## src/rtl/mem_arbiter_if.sv

```systemverilog
// Bundle of the two client ports and the memory-side bus of the arbiter.
// The slave modport is the arbiter's view; master is the surrounding environment.
interface mem_arbiter_if #(
    parameter int ADDR_W = 8,
    parameter int DATA_W = 8
);
    logic              req0;
    logic              we0;
    logic [ADDR_W-1:0] addr0;
    logic [DATA_W-1:0] wdata0;
    logic              ack0;
    logic [DATA_W-1:0] rdata0;

    logic              req1;
    logic              we1;
    logic [ADDR_W-1:0] addr1;
    logic [DATA_W-1:0] wdata1;
    logic              ack1;
    logic [DATA_W-1:0] rdata1;

    logic              memWrite;
    logic              memRead;
    logic [ADDR_W-1:0] memAddr;
    logic [DATA_W-1:0] memDataIn;
    logic [DATA_W-1:0] memDataOut;

    modport slave (
        input  req0, we0, addr0, wdata0,
        input  req1, we1, addr1, wdata1,
        input  memDataOut,
        output ack0, rdata0, ack1, rdata1,
        output memWrite, memRead, memAddr, memDataIn
    );

    modport master (
        output req0, we0, addr0, wdata0,
        output req1, we1, addr1, wdata1,
        output memDataOut,
        input  ack0, rdata0, ack1, rdata1,
        input  memWrite, memRead, memAddr, memDataIn
    );
endinterface

```

## src/rtl/mem_arbiter.sv

```systemverilog
// Two-port round-robin arbiter in front of a single-ported memory.
// Each transaction runs IDLE -> ACCESS -> RESP and completes with a one-cycle ack.
module mem_arbiter #(
    parameter int ADDR_W = 8,
    parameter int DATA_W = 8
) (
    input  logic          clk,
    input  logic          resetN,
    mem_arbiter_if.slave  bus
);
    typedef enum logic [1:0] {IDLE, ACCESS, RESP} state_t;

    state_t            state;
    state_t            next_state;
    logic              winner;
    logic              cap_we;
    logic              cap_port;
    logic              last_grant;
    logic [ADDR_W-1:0] cap_addr;
    logic [DATA_W-1:0] cap_wdata;
    logic [DATA_W-1:0] rdata0_q;
    logic [DATA_W-1:0] rdata1_q;

    // On a tie the port that was not granted last wins.
    always_comb begin
        winner = 1'b0;
        if (bus.req0 && bus.req1) winner = ~last_grant;
        else if (bus.req1)        winner = 1'b1;
    end

    always_ff @(posedge clk) begin
        if (!resetN) state <= IDLE;
        else         state <= next_state;
    end

    always_comb begin
        next_state   = state;
        bus.memWrite = 1'b0;
        bus.memRead  = 1'b0;
        bus.ack0     = 1'b0;
        bus.ack1     = 1'b0;
        unique case (state)
            IDLE: begin
                if (bus.req0 || bus.req1) next_state = ACCESS;
            end
            ACCESS: begin
                bus.memWrite = cap_we;
                bus.memRead  = ~cap_we;
                next_state   = RESP;
            end
            RESP: begin
                bus.ack0   = ~cap_port;
                bus.ack1   = cap_port;
                next_state = IDLE;
            end
            default: next_state = IDLE;
        endcase
    end

    // Request fields are captured once in IDLE so later input changes cannot disturb the access.
    always_ff @(posedge clk) begin
        if (!resetN) begin
            cap_we     <= 1'b0;
            cap_port   <= 1'b0;
            cap_addr   <= '0;
            cap_wdata  <= '0;
            last_grant <= 1'b1;
            rdata0_q   <= '0;
            rdata1_q   <= '0;
        end else begin
            unique case (state)
                IDLE: begin
                    if (bus.req0 || bus.req1) begin
                        cap_port  <= winner;
                        cap_we    <= winner ? bus.we1    : bus.we0;
                        cap_addr  <= winner ? bus.addr1  : bus.addr0;
                        cap_wdata <= winner ? bus.wdata1 : bus.wdata0;
                    end
                end
                ACCESS: begin
                    if (!cap_we) begin
                        if (cap_port) rdata1_q <= bus.memDataOut;
                        else          rdata0_q <= bus.memDataOut;
                    end
                end
                RESP: last_grant <= cap_port;
                default: ;
            endcase
        end
    end

    assign bus.memAddr   = cap_addr;
    assign bus.memDataIn = cap_wdata;
    assign bus.rdata0    = rdata0_q;
    assign bus.rdata1    = rdata1_q;
endmodule

```

## src/flat_wrapper.sv

```systemverilog
// flat-port wrapper written by rule: the top's interface ports become plain ports
module mem_arbiter_flat 
#(
    parameter int ADDR_W = 8,
    parameter int DATA_W = 8
)
  (clk, resetN, bus_req0, bus_we0, bus_addr0, bus_wdata0, bus_req1, bus_we1, bus_addr1, bus_wdata1, bus_memDataOut, bus_ack0, bus_rdata0, bus_ack1, bus_rdata1, bus_memWrite, bus_memRead, bus_memAddr, bus_memDataIn);
  mem_arbiter_if #(.ADDR_W(ADDR_W), .DATA_W(DATA_W)) bus_i ();
  input  logic clk;
  input  logic resetN;
  input wire logic [$bits(bus_i.req0)-1:0] bus_req0;
  input wire logic [$bits(bus_i.we0)-1:0] bus_we0;
  input wire logic [$bits(bus_i.addr0)-1:0] bus_addr0;
  input wire logic [$bits(bus_i.wdata0)-1:0] bus_wdata0;
  input wire logic [$bits(bus_i.req1)-1:0] bus_req1;
  input wire logic [$bits(bus_i.we1)-1:0] bus_we1;
  input wire logic [$bits(bus_i.addr1)-1:0] bus_addr1;
  input wire logic [$bits(bus_i.wdata1)-1:0] bus_wdata1;
  input wire logic [$bits(bus_i.memDataOut)-1:0] bus_memDataOut;
  output wire logic [$bits(bus_i.ack0)-1:0] bus_ack0;
  output wire logic [$bits(bus_i.rdata0)-1:0] bus_rdata0;
  output wire logic [$bits(bus_i.ack1)-1:0] bus_ack1;
  output wire logic [$bits(bus_i.rdata1)-1:0] bus_rdata1;
  output wire logic [$bits(bus_i.memWrite)-1:0] bus_memWrite;
  output wire logic [$bits(bus_i.memRead)-1:0] bus_memRead;
  output wire logic [$bits(bus_i.memAddr)-1:0] bus_memAddr;
  output wire logic [$bits(bus_i.memDataIn)-1:0] bus_memDataIn;
  assign bus_i.req0 = bus_req0;
  assign bus_i.we0 = bus_we0;
  assign bus_i.addr0 = bus_addr0;
  assign bus_i.wdata0 = bus_wdata0;
  assign bus_i.req1 = bus_req1;
  assign bus_i.we1 = bus_we1;
  assign bus_i.addr1 = bus_addr1;
  assign bus_i.wdata1 = bus_wdata1;
  assign bus_i.memDataOut = bus_memDataOut;
  assign bus_ack0 = bus_i.ack0;
  assign bus_rdata0 = bus_i.rdata0;
  assign bus_ack1 = bus_i.ack1;
  assign bus_rdata1 = bus_i.rdata1;
  assign bus_memWrite = bus_i.memWrite;
  assign bus_memRead = bus_i.memRead;
  assign bus_memAddr = bus_i.memAddr;
  assign bus_memDataIn = bus_i.memDataIn;
  mem_arbiter #(.ADDR_W(ADDR_W), .DATA_W(DATA_W)) u_core (.clk(clk), .resetN(resetN), .bus(bus_i));
endmodule
```

## config.mk

```make
export PLATFORM = sky130hd
export DESIGN_NAME = mem_arbiter_flat
export DESIGN_NICKNAME = d
export VERILOG_FILES = /design/src/rtl/mem_arbiter_if.sv /design/src/rtl/mem_arbiter.sv /design/src/flat_wrapper.sv
export SDC_FILE = /design/constraint.sdc
export NUM_CORES = 1
export LEC_CHECK = 0
export CORE_MARGIN = 2
export CORE_UTILIZATION = 44
export CTS_BUF_LIST = sky130_fd_sc_hd__clkbuf_8
export CTS_CLUSTER_DIAMETER = 200
export CTS_CLUSTER_SIZE = 16
export DETAILED_ROUTE_END_ITERATION = 12
export HOLD_SLACK_MARGIN = 0.06
export PLACE_DENSITY = 0.94
export SLEW_MARGIN = 20
export SYNTH_ARGS = -nofsm -noshare
export SYNTH_HDL_FRONTEND = slang
export SYNTH_SLANG_ARGS = --single-unit
```

## constraint.sdc

```tcl
create_clock -name clk -period 3.5 [get_ports clk]
set_input_delay 0.35 -clock clk [delete_from_list [all_inputs] [get_ports clk]]
set_output_delay 0.35 -clock clk [all_outputs]
set_load 0.01 [all_outputs]
```

==> metrics.cfg, run 1 <==
[worst_setup_path]
worst_setup_path_start_kind = input port
worstPathArrival_ns = 2.27
critical_path_class = input port to flop
cp-startpoint = bus_req0
critPathSlowestCell = and2_1
r2r_end = u_core.bus.rdata0[0]
cp_cell_sequence = clkdlybuf4s50_1, or2_1, and2_1, a311oi_1
required_ns = 3.62
cp.depth = 4
critPathBufInv = 1
r2r_setup_slack_ns = 1.83
critPathMaxFanout = 21
ff2ff_path_depth = 3
reg2reg_from = u_core.state[1]
crit_family = simple AND/OR/NAND/NOR gates
cp-endpoint = u_core.bus.memDataIn[7]
critPathCaptureType = flop
cpPeakStageDelay_ns = 0.62

[clock_network]
cts_buffers = 5
hold_buffers = 0
cts_max_path_buffers = 2
clock-sinks = 37
cts_tree = built
ctsRootBufferMaster = clkbuf_8
path_clk_slew_ns = 0.07
clk_latency_ns = 0.28
cts_resized = 0
cts_max_level = 2
postCtsSetupBuffers = 0

[synthesis]
yosysSeqAreaShare_pct = 47.2
ys_types = 27
synthesis.area_mm2 = 0.00157
synth_nets = 229
yosys_warnings = 0
synth_seq_cells = 37
synthCells = 183
syn-mean-instance-area_um2 = 8.57

[power]
irDropWorstVdd_uv = 208
power.total_mw = 1.03
p_int_uw = 764
p_leak_nw = 0.906
switching_share_pct = 25.7
p_clk_share_pct = 30.9
switching_power_uw = 264
seqPwrFrac_pct = 46.2
combPwrFrac_pct = 22.9
p_per_area_mw_per_mm2 = 418

[route]
route.vias.total = 1562
dr.pass1.iters = 4
via_per_inst = 5.17
wirelength_um = 4040
drt_iter0_markers = 70
drc = 0
detail-route-antenna-nets = 0
wl_per_cell_um = 13.4

[worst_hold_path]
hold_path.class = flop to flop

[layout]
drive_gt1_share_pct = 8.98
area_growth_pct = 56.5
antenna_cells = 0
fin_cells = 302
num-fill-cells = 246
nets = 301

[placement]
post-dp-hpwl_um = 3020
port_buffers = 81
dp_cells = 294
gp_congestion = 0.749

[global_route]
grt_first_pass_wirelength_um = 6710
track_usage_pct = 21.1
antenna_found_initial = 0
grt_max_degree = 27
grt.overflow.total = 0
grt_pass1_vias = 1508

[sta]
skew_ns = 0.00261
setup-violations-final = 0
min_period_ns = 2.14
hold_viol = 0
slew_headroom_pct = 49.0
setup_tns_ns = 0
drv_slew = 0
rsz0062_at_grt = no
period_share_pct = 61.2
tightest_slew_ns = 0.760
fmax_ghz = 0.467

[floorplanning]
row_count = 21
io_pins = 82
core_area_mm2 = 0.00339
die_y_um = 63.7
fp.dieW_um = 63.7
die_area_mm2 = 0.00406
initial_core_util_pct = 46.3

[status]
status = complete, no violations

[job]
cap_violations = 0

==> cells in the mapped netlist <==
master,count,area (µm²)
buf_12,1,20.0
nand4bb_1,1,11.3
and3_1,1,6.26
buf_2,5,25.0
a311oi_1,17,149
a21boi_2,1,11.3
clkbuf_1,10,37.5
or4b_1,1,10.0
o21ai_2,8,70.1
inv_1,2,7.51
nor2_1,3,11.3
a21oi_1,18,90.1
buf_1,1,3.75
and2_1,1,6.26
nand2_1,42,158
or2b_1,1,7.51
o21ai_0,8,40.0
dfxtp_1,37,741
buf_6,1,11.3
a21o_1,1,7.51
and3b_2,1,10.0
nand3_1,15,75.1
or2_1,1,6.26
nand3_2,2,20.0
a21bo_2,1,10.0
nor3b_1,2,15.0
a211o_1,1,8.76
==> sequential cells by signal (all words and copies together), names as in the netlist <==
register and cells:
u_core.bus.rdata1 8, u_core.bus.memAddr 8, u_core.state 2, u_core.last_grant 1
u_core.bus.rdata0 8, u_core.bus.memDataIn 8, u_core.cap_port 1, u_core.cap_we 1
==> cells in the final DEF (no fill, tap or decap) <==
master,instances
o21ai_2,8
nand3_1,15
o21ai_0,8
clkbuf_8,7
a311oi_1,17
a21bo_2,1
and3_1,1
inv_1,2
a21boi_2,1
dfxtp_1,37
nand2_1,42
nor2_1,3
or2_1,1
nand3_2,2
clkinv_2,1
clkdlybuf4s50_1,81
nand4bb_1,1
a21o_1,1
buf_4,2
and2_1,1
a211o_1,1
or4b_1,1
nor3b_1,2
or2b_1,1
and3b_2,1
a21oi_1,18
==> worst register-to-register path: stages (launching register included) <==
cell and delay (ns):
dfxtp_1 0.35, or4b_1 0.89, nand3_1 0.24, o21ai_2 0.06
==> stage by stage <==
step	util (%)	worst slack (ns)	instance area [µm²]	hold slack (ns)
floorplan	-	2.14	1570	0.472
global placement	69.5	1.17	2350	0.450
detailed placement	69.5	1.08	2350	0.454
CTS	72.5	1.38	2460	0.461
global route	72.5	1.25	2460	0.476
finish	72.5	1.36	2460	0.458
==> worst min-delay path by stage <==
| stage | start | to | slack, ns | cells past startpoint |
|---|---|---|---|---|
| final | u_core.bus.rdata0[6] | u_core.bus.rdata0[6] | 0.46 | 2 |
| after global routing | u_core.bus.rdata0[6] | u_core.bus.rdata0[6] | 0.48 | 2 |
| after CTS | u_core.bus.rdata0[6] | u_core.bus.rdata0[6] | 0.46 | 2 |
| after detailed placement | u_core.bus.rdata0[6] | u_core.bus.rdata0[6] | 0.45 | 2 |
| after global placement | u_core.bus.rdata0[6] | u_core.bus.rdata0[6] | 0.45 | 2 |
| after floorplan | u_core.state[1] | u_core.state[1] | 0.47 | 1 |
==> power groups by stage <==
| stage | Combinational (mW) | Clock, mW | Sequential, mW |
|---|---|---|---|
| finish | 0.235 | 0.318 | 0.475 |
| global route | 0.256 | 0.349 | 0.478 |
| CTS | 0.237 | 0.322 | 0.475 |
| detailed placement | 0.236 | 0 | 0.484 |
| global placement | 0.231 | 0 | 0.483 |
| floorplan | 0.102 | 0 | 0.495 |
==> final cells by class <==
class                      instances  area, µm²  area share [%]
timing repair buffer              83        826            33.6
tap                               46       57.6            2.34
inverter                           2       7.51           0.306
clock buffer                       7       96.3            3.92
clock inverter                     1       5.00           0.204
multi-input combinational        126        723            29.4
sequential                        37        741            30.2
==> kinds of logic after synthesis <==
kind of cell / Yosys count / synth area share, %
and+or+nand+nor: 71 / 21.5
DFF: 37 / 47.2
AOI/OAI and AO/OA: 55 / 24.6
buffers and inverters: 20 / 6.70
==> layer usage <==
metal  vias to the layer above  wire length (µm)  track usage (%)
met1                       707              1610             23.8
met5                         -                 0                0
met3                         6               240             6.61
met4                         0                42             5.43
li1                        793                 -                -
met2                        56              2140             38.0
(Power assumes the default switching activity.)
==> run 2, diff against run 1 <==
- CORE_UTILIZATION: 44 -> 36
- PLACE_DENSITY: 0.94 -> 0.83
- clock period: 3.5 -> 1.8 ns (I/O delays scaled with it)
==> run 2 against run 1 <==
Global-route usage down 4.4 points. Setup slack worse by 1.3 ns. Hold slack worse by 0.0022 ns. Power up 90%. Non-clock buffer count up 5. Sequential cell count unchanged. Largest power group unchanged.
==> metrics.cfg, run 2 (same netlist as run 1, synthesis figures left out) <==
[layout]
final_cell_area_mm2 = 0.00249  ; was 0.00246 mm²
drive_gt1_share_pct = 10.4  ; was 8.98%
layout_common_cells = clkdlybuf4s50_1 (79), nand2_1 (42), dfxtp_1 (36)  ; was clkdlybuf4s50_1 (81), nand2_1 (42), dfxtp_1 (37)
nets = 306  ; was 301
antenna_cells = 0  ; unchanged
area_growth_pct = 58.6  ; was 56.5%
layout_commonest_cell = clkdlybuf4s50_1  ; unchanged
num-fill-cells = 398  ; was 246

[sta]
skew_ns = 0.00385  ; was 0.00261 ns
rsz0062_at_grt = no  ; unchanged
tightest_slew_ns = 0.607  ; was 0.760 ns
drv_slew = 0  ; unchanged
setup-violations-final = 0  ; unchanged
setup_tns_ns = 0  ; unchanged
slew_headroom_pct = 59.5  ; was 49.0%
period_share_pct = 94.0
hold_viol = 0  ; unchanged
min_period_ns = 1.69
fmax_ghz = 0.591

[power]
irDropWorstVdd_uv = 378  ; was 208 µV
p_leak_nw = 0.946  ; was 0.906 nW
p_per_area_mw_per_mm2 = 785  ; was 418 mW/mm²

[worst_setup_path]
cp-startpoint = u_core.state[0]  ; was bus_req0
r2r_end = u_core.bus.rdata0[7]  ; was u_core.bus.rdata0[0]
worst_setup_path_start_kind = flop  ; was input port
critPathCaptureType = primary output  ; was flop
ff2ff_path_depth = 4  ; was 3
critical_path_class = flop to primary output  ; was input port to flop
reg2reg_from = u_core.state[0]  ; was u_core.state[1]
r2r_setup_slack_ns = 0.44  ; was 1.83 ns
cp-endpoint = bus_memRead  ; was u_core.bus.memDataIn[7]
critPathMaxFanout = 7  ; was 21
required_ns = 1.62  ; was 3.62 ns
worstPathArrival_ns = 1.51  ; was 2.27 ns

[route]
via_per_inst = 4.89  ; was 5.17
wl_per_cell_um = 13.0  ; was 13.4 µm
route.vias.total = 1527  ; was 1562
drt_iter0_markers = 61  ; was 70
drc = 0  ; unchanged
detail-route-antenna-nets = 0  ; unchanged
dr.pass1.iters = 4  ; unchanged
wirelength_um = 4050  ; was 4040 µm

[clock_network]
postCtsSetupBuffers = 0  ; unchanged
cts_max_level = 2  ; unchanged
ctsRootBufferMaster = clkbuf_8  ; unchanged
path_clk_slew_ns = 0.07  ; about the same
cts_max_path_buffers = 2  ; unchanged
cts_tree = built  ; unchanged
hold_buffers = 0  ; unchanged
cts_buffers = 5  ; unchanged
clock-sinks = 37  ; unchanged
clk_latency_ns = 0.28  ; about the same

[worst_hold_path]
min_path_cells = 2  ; unchanged
hold_path.class = flop to flop  ; unchanged

[floorplanning]
row_count = 24  ; was 21
fp.dieW_um = 70.0  ; was 63.7 µm
core_area_mm2 = 0.00426  ; was 0.00339 mm²
die_area_mm2 = 0.00490  ; was 0.00406 mm²
io_pins = 82  ; unchanged
initial_core_util_pct = 36.8  ; was 46.3%
die_y_um = 70.0  ; was 63.7 µm

[global_route]
track_usage_pct = 16.7  ; was 21.1%
grt_pass1_vias = 1486  ; was 1508
grt_first_pass_wirelength_um = 6600  ; was 6710 µm
antenna_found_initial = 0  ; unchanged
grt.overflow.total = 0  ; unchanged
grt_max_degree = 21  ; was 27

[placement]
place_area_mm2 = 0.00240  ; was 0.00235 mm²
gp_congestion = 0.751  ; was 0.749
post-dp-hpwl_um = 3010  ; was 3020 µm
port_buffers = 81  ; unchanged

[status]
status = complete, no violations  ; unchanged

[job]
cap_violations = 0  ; unchanged

[run 2: changes by cell type in the layout (fill, tap and decap cells not counted), sizes merged]
cell           delta
buf               +5
clkbuf            -1
clkdlybuf4s50     -2
clkinv            -1
dlygate4sd2       +1
dlymetal6s2s      +1
inv               +1
[run 2: routing by layer]
metal  vias to the layer above  global-route usage, %  wire, µm
met3                         4                   6.93       330
met2                        58                   29.1      1940
met4                         0                   4.49        26
li1                        800                      -         -
met5                         -                      0         0
met1                       665                   18.7      1750
[run 2: worst max-delay path, cell delays in order (launching register included)]
cell and delay [ns]:
dfxtp_1 0.41, nor3b_1 0.24, clkdlybuf4s50_1 0.57
[run 2: final cells by class]
type                            instances  area (µm²)  area share [%]
Timing Repair Buffer                   88         865            34.7
Sequential cell                        37         742            29.8
Multi-Input combinational cell        126         723            29.1
Clock buffer                            6        82.6            3.32
Tap cell                               52        65.1            2.61
Inverter                                2        7.51           0.302
Clock inverter                          1        3.75           0.151
[run 2: power breakdown]
group	leakage (nW)	total, mW	internal, mW	switching, mW
clock network	0.0485	0.566	0.298	0.269
logic	0.593	0.463	0.263	0.200
registers	0.304	0.925	0.884	0.0407
[run 2: worst min-delay path by stage]
| stage | from | endpoint | slack, ns |
|---|---|---|---|
| after floorplan | bus_addr0[4] | u_core.bus.memAddr[4] | 0.33 |
| after global placement | u_core.bus.rdata0[5] | u_core.bus.rdata0[5] | 0.45 |
| after detailed placement | u_core.bus.rdata0[5] | u_core.bus.rdata0[5] | 0.45 |
| after CTS | bus_addr0[4] | u_core.bus.memAddr[4] | 0.46 |
| after global routing | bus_addr0[4] | u_core.bus.memAddr[4] | 0.47 |
| final | u_core.bus.rdata0[6] | u_core.bus.rdata0[6] | 0.46 |
[run 2: metrics by stage]
stage / total power [mW] / hold slack, ns / cells / util [%] / worst slack, ns
3_3_place_gp: 1.40 / 0.445 / 305 / 56.3 / 0.162
3_5_place_dp: 1.41 / 0.451 / 305 / 56.3 / 0.0987
5_1_grt: 2.06 / 0.473 / 312 / 58.4 / 0.00537
2_1_floorplan: 1.16 / 0.333 / 183 / - / 0.442
4_1_cts: 1.98 / 0.455 / 312 / 58.3 / 0.00905
6_report: 1.95 / 0.456 / 312 / 58.4 / 0.108
[run 2: repair_timing]
| item | 4_1_cts | 5_1_grt |
|---|---|---|
| endpoints found under the setup margin | 2 | 1 |
| gates resized for setup | 2 | 1 |
| hold endpoints to repair | 0 | 0 |
==> run 3, diff against run 2 <==
--- a/config.mk
+++ b/config.mk
@@ -14,5 +14,4 @@
 export HOLD_SLACK_MARGIN = 0.06
 export PLACE_DENSITY = 0.83
-export SLEW_MARGIN = 20
 export SYNTH_ARGS = -nofsm -noshare
 export SYNTH_HDL_FRONTEND = slang
==> constraint.sdc (replaced) <==
create_clock -name clk -period 1.8 [get_ports clk]
set_input_delay 0.18 -clock clk [delete_from_list [all_inputs] [get_ports clk]]
set_output_delay 0.18 -clock clk [all_outputs]
set_load 0.005 [all_outputs]
==> run 3 against run 2 <==
Combinational power fell by 4.3%. Register-to-register slack lost 0.02 ns. Non-clock buffer count did not move. Sequential power barely moved. Clock skew is 0.00062 ns higher. Die area did not move. Sequential share of layout area shrank 0.36 points. Final area increased by 1.2%. Setup slack better by 0.085 ns. Power up 7.3%. Hold slack worse by 0.0020 ns. Largest cell class unchanged.
==> metrics.cfg, run 3 (same netlist as run 1, synthesis figures left out) <==
[status]
status = complete, no violations  ; unchanged

[route]
drt_iter0_markers = 80  ; was 61
top_layer_used = met4  ; unchanged
dr.pass1.iters = 4  ; unchanged
wl_per_cell_um = 13.1  ; was 13.0 µm
drc = 0  ; unchanged
via_per_inst = 5.02  ; was 4.89
drt-met1-wl_um = 1760  ; was 1750 µm
route.vias.total = 1571  ; was 1527
detail-route-antenna-nets = 0  ; unchanged
wirelength_um = 4100  ; was 4050 µm
met3_length_um = 293  ; was 330 µm
met2WireLength_um = 1980  ; was 1940 µm

[global_route]
antenna_found_initial = 0  ; unchanged
grt.overflow.total = 0  ; unchanged
grt_first_pass_wirelength_um = 6890  ; was 6600 µm
track_usage_pct = 17.6  ; was 16.7%
grt_pass1_vias = 1557  ; was 1486
grt_max_degree = 26  ; was 21

[clock_network]
ctsRootBufferMaster = clkbuf_8  ; unchanged
cts_max_level = 2  ; unchanged
path_clk_slew_ns = 0.07  ; about the same
clock-sinks = 37  ; unchanged
cts_tree = built  ; unchanged
cts_buffers = 5  ; unchanged
postCtsSetupBuffers = 0  ; unchanged
clk_latency_ns = 0.29  ; was 0.28 ns
cts_max_path_buffers = 2  ; unchanged

[placement]
post-dp-hpwl_um = 2980  ; was 3010 µm
place_area_mm2 = 0.00240  ; unchanged
port_buffers = 81  ; unchanged
gp_congestion = 0.725  ; was 0.751
dp_cells = 305  ; unchanged

[floorplanning]
row_count = 24  ; unchanged
io_pins = 82  ; unchanged
initial_core_util_pct = 36.8  ; unchanged
die_y_um = 70.0  ; unchanged
core_area_mm2 = 0.00426  ; unchanged
fp.dieW_um = 70.0  ; unchanged
die_area_mm2 = 0.00490  ; unchanged

[sta]
period_share_pct = 89.3  ; was 94.0%
setup_tns_ns = 0  ; unchanged
hold_viol = 0  ; unchanged
slew_headroom_pct = 58.8  ; was 59.5%
tightest_slew_ns = 0.618  ; was 0.607 ns
rsz0062_at_grt = no  ; unchanged
drv_slew = 0  ; unchanged
skew_ns = 0.00447  ; was 0.00385 ns
setup-violations-final = 0  ; unchanged
min_period_ns = 1.61  ; was 1.69 ns
fmax_ghz = 0.622  ; was 0.591 GHz
fin_worst_hold_slack_ns = 0.454  ; was 0.456 ns

[power]
p_per_area_mw_per_mm2 = 833  ; was 785 mW/mm²
p_leak_nw = 0.960  ; was 0.946 nW
irDropWorstVdd_uv = 462  ; was 378 µV

[job]
cap_violations = 0  ; unchanged

[layout]
final_cell_area_mm2 = 0.00252  ; was 0.00249 mm²
fin_cells = 313  ; was 312
area_growth_pct = 60.5  ; was 58.6%
drive_gt1_share_pct = 10.7  ; was 10.4%
antenna_cells = 0  ; unchanged
layout_commonest_cell = clkdlybuf4s50_1  ; unchanged
nets = 306  ; unchanged
layout_common_cells = clkdlybuf4s50_1 (79), nand2_1 (42), dfxtp_1 (36)  ; unchanged
utilization_pct = 59.1  ; was 58.4%

[worst_setup_path]
reg2reg_from = u_core.state[0]  ; unchanged
required_ns = 1.62  ; about the same
cp-startpoint = u_core.state[0]  ; unchanged
critPathMaxFanout = 7  ; unchanged
worst_setup_path_start_kind = flop  ; unchanged
worstPathArrival_ns = 1.43  ; was 1.51 ns
critPathCaptureType = primary output  ; unchanged
critical_path_class = flop to primary output  ; unchanged

[worst_hold_path]
min_from = bus_we1  ; was u_core.bus.rdata0[6]
hold_path.class = input port to flop  ; was flop to flop

[run 3: path summary, 6_finish.rpt]
path | depth (start not counted) | endpoint | slack (ns)
setup / recovery | 2 | bus_memRead | 0.19
hold / removal | 3 | u_core.cap_we | 0.45
setup reg to reg | 3 | u_core.bus.memDataIn[6] | 0.42
hold reg to reg | 2 | u_core.bus.rdata0[5] | 0.45
[run 3: worst max-delay path: stages, from the launching register on]
cell and delay, ns:
dfxtp_1 0.41, nor3b_1 0.20, clkdlybuf4s50_1 0.53
[run 3: final cells by class]
type / count / area [µm²]
Fill cell: 397 / 1750
Timing Repair Buffer: 88 / 865
Sequential cell: 37 / 742
Multi-Input combinational cell: 126 / 723
Clock buffer: 6 / 82.6
Tap cell: 52 / 65.1
Clock inverter: 2 / 33.8
Inverter: 2 / 7.51
[run 3: repair_timing]
item,in CTS,in global routing
gates resized for setup,2,1
hold buffers,0,0
endpoints found under the setup margin,1,1
[run 3: stage by stage]
step / setup slack, ns / total power [mW]
floorplan: 0.442 / 1.14
global placement: 0.143 / 1.38
global route: 0.0970 / 2.19
detailed placement: 0.0655 / 1.39
finish: 0.193 / 2.10
CTS: 0.0655 / 2.12
[run 3: layer usage]
metal | global-route usage (%) | up-vias
li1 | - | 803
met2 | 30.6 | 61
met5 | 0 | -
met1 | 19.7 | 700
met4 | 8.33 | 0
met3 | 5.05 | 7
[run 3: power by group]
group	switching, mW	internal [mW]	total, mW
clock	0.285	0.446	0.730
sequential	0.0403	0.884	0.924
combinational	0.181	0.262	0.443
total	0.506	1.59	2.10
